File: config.mk
export PLATFORM = sky130hd
export DESIGN_NAME = wta_disparity_select
export DESIGN_NICKNAME = d
export VERILOG_FILES = /design/src/rtl/wta_pkg.sv /design/src/rtl/wta_disparity_select_sad_lt.sv /design/src/rtl/wta_disparity_select.sv
export SDC_FILE = /design/constraint.sdc
export NUM_CORES = 1
export LEC_CHECK = 0
export ABC_CLOCK_PERIOD_IN_PS = 2200
export CAP_MARGIN = 20
export CORE_ASPECT_RATIO = 0.6
export CORE_MARGIN = 1
export CORE_UTILIZATION = 47
export DETAILED_ROUTE_END_ITERATION = 10
export PLACE_DENSITY = 0.86
export SYNTH_ARGS = -nofsm -noshare
export SYNTH_HDL_FRONTEND = slang
export SYNTH_SLANG_ARGS = --single-unit
export TNS_END_PERCENT = 1
File: constraint.sdc
create_clock -name clk_in -period 2.2 [get_ports clk_in]
set_clock_uncertainty 0.05 [all_clocks]
set_input_delay 0.44 -clock clk_in [delete_from_list [all_inputs] [get_ports clk_in]]
set_output_delay 0.44 -clock clk_in [all_outputs]
set_load 0.02 [all_outputs]
File: src/rtl/wta_pkg.sv
// Shared types and default sizes for the winner-take-all disparity selector.
package wta_pkg;

  localparam int SAD_WIDTH  = 16;
  localparam int NUM_DISP   = 64;
  localparam int DISP_WIDTH = $clog2(NUM_DISP);

  typedef logic [SAD_WIDTH-1:0]  sad_t;
  typedef logic [DISP_WIDTH-1:0] disp_t;

  // ACCUM: collecting costs of the current pixel; DONE: result held for downstream.
  typedef enum logic {
    ACCUM = 1'b0,
    DONE  = 1'b1
  } state_t;

endpackage

File: src/rtl/wta_disparity_select_sad_lt.sv
// Strict unsigned less-than on two SAD costs; feeds the running-minimum update mux.
module sad_lt
  import wta_pkg::*;
#(
  parameter int W = SAD_WIDTH
) (
  input  logic [W-1:0] a,
  input  logic [W-1:0] b,
  output logic         lt
);

  // Both operands are plain unsigned vectors, so all-ones compares as the largest cost.
  assign lt = (a < b);

endmodule

File: src/rtl/wta_disparity_select.sv
// Winner-take-all disparity selector: tracks the minimum SAD over NUM_DISP candidate
// disparities per pixel and hands the winning index and cost downstream over valid/ready.
module wta_disparity_select
  import wta_pkg::*;
#(
  parameter int SAD_WIDTH  = wta_pkg::SAD_WIDTH,
  parameter int NUM_DISP   = wta_pkg::NUM_DISP,
  parameter int DISP_WIDTH = $clog2(NUM_DISP)
) (
  input  logic                  clk_in,
  input  logic                  rst_in,
  input  logic [SAD_WIDTH-1:0]  sad_in,
  input  logic                  sad_valid_in,
  input  logic                  sad_last_in,
  output logic                  sad_ready_out,
  output logic [DISP_WIDTH-1:0] disp_out,
  output logic [SAD_WIDTH-1:0]  min_sad_out,
  output logic                  disp_valid_out,
  input  logic                  disp_ready_in,
  output logic                  proto_err_out
);

  localparam logic [DISP_WIDTH-1:0] LAST_IDX = DISP_WIDTH'(NUM_DISP - 1);

  state_t                  state_p0;
  state_t                  state_nxt;
  logic [DISP_WIDTH-1:0]   cnt_p0;
  logic [DISP_WIDTH-1:0]   idx_p0;
  logic [DISP_WIDTH-1:0]   idx_nxt;
  logic [SAD_WIDTH-1:0]    min_p0;
  logic [SAD_WIDTH-1:0]    min_nxt;
  logic                    accept;
  logic                    cnt_first;
  logic                    cnt_last;
  logic                    lt;
  logic                    take;

  // The state register doubles as the result-valid flag: DONE means a result is held.
  assign disp_valid_out = (state_p0 == DONE);

  // Single result slot: a new beat may enter only if the slot is empty or draining now.
  assign sad_ready_out = !disp_valid_out || disp_ready_in;
  assign accept        = sad_valid_in && sad_ready_out;

  assign cnt_first = (cnt_p0 == '0);
  assign cnt_last  = (cnt_p0 == LAST_IDX);

  sad_lt #(
    .W (SAD_WIDTH)
  ) u_sad_lt (
    .a  (sad_in),
    .b  (min_p0),
    .lt (lt)
  );

  // Candidate running minimum: disparity 0 always seeds it; later ones replace it only
  // when strictly cheaper, so ties keep the lower disparity.
  always_comb begin
    take    = cnt_first || lt;
    min_nxt = min_p0;
    idx_nxt = idx_p0;
    if (take) begin
      min_nxt = sad_in;
      idx_nxt = cnt_p0;
    end
  end

  // Next-state: finish on the internally counted final beat; release on handshake, but a
  // final beat landing in the same cycle as the handshake keeps the slot full.
  always_comb begin
    state_nxt = state_p0;
    case (state_p0)
      ACCUM: begin
        if (accept && cnt_last) begin
          state_nxt = DONE;
        end
      end
      DONE: begin
        if (disp_ready_in) begin
          state_nxt = (accept && cnt_last) ? DONE : ACCUM;
        end
      end
      default: state_nxt = ACCUM;
    endcase
  end

  // State register.
  always_ff @(posedge clk_in) begin
    if (!rst_in) begin
      state_p0 <= ACCUM;
    end else begin
      state_p0 <= state_nxt;
    end
  end

  // Disparity counter, running min/index and the registered result; reset drops any
  // partial pixel so the next beat is disparity 0.
  always_ff @(posedge clk_in) begin
    if (!rst_in) begin
      cnt_p0      <= '0;
      min_p0      <= '0;
      idx_p0      <= '0;
      disp_out    <= '0;
      min_sad_out <= '0;
    end else if (accept) begin
      min_p0 <= min_nxt;
      idx_p0 <= idx_nxt;
      if (cnt_last) begin
        cnt_p0      <= '0;
        disp_out    <= idx_nxt;
        min_sad_out <= min_nxt;
      end else begin
        cnt_p0 <= cnt_p0 + DISP_WIDTH'(1);
      end
    end
  end

  // Sticky framing error: sender's last flag disagreed with the internal count.
  always_ff @(posedge clk_in) begin
    if (!rst_in) begin
      proto_err_out <= 1'b0;
    end else if (accept && (sad_last_in != cnt_last)) begin
      proto_err_out <= 1'b1;
    end
  end

endmodule

Word-level counts from Yosys, hierarchy flattened
Cells that the tools add are included.

Bits in registers: 52. Input bits: 21. Word-level logic and storage cells: 26.

$add $sub $neg: 1. $lt $le $gt $ge: 1. Equal/unequal tests: 2. Mux-type cells: 6. Bitwise operators: 1. Reductions and logical operators: 8.

Operators with widths (number): < comparator 16 bit (1); 2-to-1 mux 16 bit (1); 2-to-1 mux 6 bit (2); adder 6 x 1 -> 6 bit, second input constant (1); == test 6 bit, second input constant (1); zero test 6 bit (1); logical AND 1 bit (3); logical OR 1 bit (2); 2-to-1 mux 1 bit (2); one-hot mux 1 bit (2 select lines) (1); AND reduction 2 bit (1); zero test 1 bit (1); inequality test 1 bit (1); inverter 1 bit (1).

Logic depth before layout (Yosys ltp)
Word-level depth: 7. Depth in mapped cells: 10.

Cells and area by module
Synthesis repeated with hierarchy kept, for this count alone.

Cell total of the unflattened synthesis: 298. Area total of the unflattened synthesis: 2618.8 µm².

Modules (own cells, without submodules): wta_disparity_select (instances 1, cells each 246, area an instance 2243.4 µm², seq. area each 1041.0 µm²); sad_lt (instances 1, cells each 52, area an instance 375.4 µm², seq. area each 0.0 µm²).

Worst setup path before layout
Ideal clock, no wire load.

Path type: input to register. Start point: input sad_in[9]. End point: register min_p0[0]. Arrival time: 2.206 ns. Path slack: -0.128 ns. Cell stages on the path: 9. Path buffers: 2. Path through: ha_1 -> a21oi_2 -> o21ai_1 -> a2111o_1 -> a31o_1 -> buf_6 -> a21oi_4 -> buf_8 -> mux2i_1.

Word-level cells in the longest chain between the ends: 3.

Ends and longest elaborated chain: start, declared (line wta_disparity_select.sv:12) `input logic [SAD_WIDTH-1:0] sad_in,`; < comparator 16 bit (line wta_disparity_select_sad_lt.sv:13) `assign lt = (a < b);`; logical OR 1 bit (line wta_disparity_select.sv:59) `take = cnt_first || lt;`; 2-to-1 mux 16 bit (line wta_disparity_select.sv:62) `if (take) begin`; end signal, assigned (line wta_disparity_select.sv:106) `min_p0 <= min_nxt;`; end, declared (line wta_disparity_select.sv:30) `logic [SAD_WIDTH-1:0] min_p0;`.

No other way between the ends. A chain may end at the register's enable or synchronous reset.

Worst setup path after layout
Start point: register min_p0[12]. End point: register min_p0[1].

Word-level cells in the longest chain between the ends: 3.

Ends and longest elaborated chain (line): < comparator 16 bit (wta_disparity_select_sad_lt.sv:13); logical OR 1 bit (wta_disparity_select.sv:59); 2-to-1 mux 16 bit (wta_disparity_select.sv:62).

No other way between the ends.

==> results_dict.tcl <==
set metrics [dict create \
    outcome "finished with violations" \
    violations "setup timing" \
    multi_input_area_sq_mm 0.00151 \
    holdPathStages 3 \
    drive_gt1_share_pct 23.8 \
    dpl.hpwl_um 4600 \
    layout_setup_ws_ps -108 \
    crit_arrival_ps 2500 \
    rr_worst_depth 9 \
    fin_crit_sh_pct 105 \
    drtAntennaViolNets 0 \
    synthAdderAreaFrac_pct 8.36 \
    wl_per_cell_um 16.2 \
    ios 46 \
    synth_cell_types 36 \
    yosys.area_share.simple_pct 16.0 \
    area_growth_pct 41.8 \
    syn_nets 330 \
    grt_setup_unrepaired "true" \
    cts_max_level 2 \
    grt_max_degree 32 \
    cts_tree "built" \
    slew_headroom_pct 52.4 \
    cts_buffers 5 \
    synth-compound-area-share_pct 12.3 \
    ir_drop_uv 316 \
    slew_violations 0 \
    cp.buffers_inverters 2 \
    yosysTopAreaCell "dfxtp_1" \
    ys_ff_latch 52 \
    core-area_sq_mm 0.00513 \
    dieArea_sq_mm 0.00572 \
    antennaDiodeCount 0 \
    die_h_um 59.0 \
    clk_path_buf_depth 2 \
    synthTopCellsByArea "dfxtp_1, mux2i_1, nand2_1" \
    drcViolationCount 0 \
    rr_endpoint "min_p0[1]$_SDFFE_PN0P_" \
    yosysTopAreaCellShare_pct 40.9 \
    drv_cap 0 \
    rows 20 \
    antenna_found_initial 0 \
    hold_start "sad_in[11]" \
    p_leak_uw 0.00148 \
    synth_top_family_by_area "simple AND/OR/NAND/NOR gates" \
    fmax_ghz 0.433 \
    cellPowerDensity_mw_per_mm2 598 \
    vias 2318 \
    worstPathMaxFanout 8 \
    muxShareOfSynthArea_pct 14.2 \
    grt_pass1_wl_um 11100 \
    final_nets 402 \
    critical-path-slowest-cell "a2111o_1" \
    die_w_um 97.0 \
    crit_family "compound AO/OA/AOI/OAI gates" \
    cp-end-kind "flop" \
    drt-total-wl_um 6990 \
    stdcell_count 431 \
    grt_pass1_vias 2326 \
    synthXorXnorAreaFrac_pct 1.38 \
    yosys_most_used_dff "dfxtp_1" \
    layout_commonest_cell "nand2_1" \
    cts-root-buf "clkbuf_8" \
    r2r-start "min_p0[12]$_SDFFE_PN0P_" \
    nFillCells 378 \
    hold_viol_final 0 \
    layout_common_cells "nand2_1, dfxtp_1, clkdlybuf4s50_1" \
    dp.cells 415 \
    yosys_warnings 0 \
    clkTransAtPathRegs_ps 100 \
    dr.pass1.iters 4 \
    gr-total-overflow 0 \
    synth_edf_count 0 \
    port_buffers 45 \
    grt_usage_pct 25.0 \
    clkLatencyLatePin_ps 310 \
    crit_path_start_kind "flop" \
    min_to "min_p0[11]$_SDFFE_PN0P_" \
    setup_viol 35 \
    r2r_slack_ps -110 \
    finish.utilization_pct 70.3 \
    gp_congestion 0.855 \
    synthCells 292 \
    yosysSeqAreaShare_pct 40.9 \
    async_reset_ff_share_pct 0 \
    drt_iter0_drc 107 \
    p_total_uw 2160 \
    synth_area_sq_mm 0.00254 \
    final-seq-area_sq_mm 0.00105 \
    worstMarginPinSlew_ps 712 \
    fin_crit_ps 2310 \
    crit_chain "inv_1, ha_4, nand4_1, nor3_2, a2111o_1, a31o_4, a21oi_4, buf_12, mux2i_1" \
    avgSynthCellArea_sq_um 8.71 \
    hold_class "in -> reg" \
    required_ps 2390 \
    critPathKind "reg -> reg" \
    start_util_pct 49.6 \
    numClockSinks 52 \
    cpPeakStageDelay_ps 380 \
    viasPerCell 5.38 \
    ctsHoldBuffers 0 \
]
[synthesized netlist by cell type, types with 2 or more instances]
cell type  instances
nor2_1             3
nand2_1           66
o21ai_0           20
inv_1             23
o21ai_1            2
clkbuf_1          11
dfxtp_1           52
xnor2_1            3
a21boi_0           2
buf_2              2
ha_1              17
a21oi_1            7
nand4_1            4
and2_1             4
mux2i_1           36
nand2b_1           2
nor2b_1            2
buf_6              2
nand3_1            6
a21o_1             5
and3_1             2
o22ai_1            5
nor3_1             2
a211oi_1           2
[power breakdown]
group	internal, uW	leakage, uW	switching [uW]
Sequential	973	0.000426	26.0
Combinational	257	0.00100	238
Clock	337	0.0000541	325
[what timing repair did]
item	CTS	global route
setup endpoints to repair	45	44
resized for setup	49	27
pin swaps	13	7
buffers inserted	5	2
cloned	1	0
[final cells by class]
type,instances,area share (%)
Clock inverter,3,1.18
Multi-Input combinational cell,201,41.7
Sequential cell,52,29.2
Inverter,23,2.39
Clock buffer,5,1.91
Timing Repair Buffer,81,21.3
Tap cell,66,2.29
[worst max path at each step]
stage                                 start                     end  slack [ps]  cells past startpoint
floorplan                        sad_in[14]  min_p0[0]$_SDFFE_PN0P_           3                      9
global placement                  sad_in[5]  min_p0[5]$_SDFFE_PN0P_        -570                      9
finish              min_p0[12]$_SDFFE_PN0P_  min_p0[1]$_SDFFE_PN0P_        -110                      9
detailed placement               sad_in[11]  min_p0[2]$_SDFFE_PN0P_        -710                      9
CTS                 min_p0[14]$_SDFFE_PN0P_  min_p0[1]$_SDFFE_PN0P_         -90                      9
global route         min_p0[9]$_SDFFE_PN0P_  min_p0[8]$_SDFFE_PN0P_        -150                      9
[metrics by stage]
stage	area (sq um)	setup WS, ps	hold WS, ps	setup TNS [ps]
2_1_floorplan	2620	3.18	384	0
3_5_place_dp	3310	-709	394	-28310
5_1_grt	3610	-149	398	-3560
4_1_cts	3560	-94.4	407	-1280
6_report	3610	-108	376	-2220
3_3_place_gp	3310	-570	384	-23520
[state kept, by name, summed over array words and instances (netlist names)]
register / flops
disp_valid_out: 1
min_sad_out: 16
min_p0: 16
cnt_p0: 6
proto_err_out: 1
idx_p0: 6
disp_out: 6
[cell families after synthesis]
logic type               Yosys count
AO/OA/AOI/OAI                     50
flip-flops                        52
XOR/XNOR                           4
adder cells (fa/ha/maj)           17
buffers and inverters             39
multiplexers                      36
AND/OR/NAND/NOR                   94
[layer usage]
layer	GRT usage [%]	up-vias	share of wire, %
li1	-	1123	-
met1	31.1	1113	45
met3	5.42	10	6.1
met2	43.2	72	47
met5	0	-	0
met4	10.2	0	1.9
[worst min-delay path, cell delays in order]
cell	delay (ps)
clkbuf_2	120
nand2_1	70
mux2i_1	60
(Power assumes the default switching activity.)
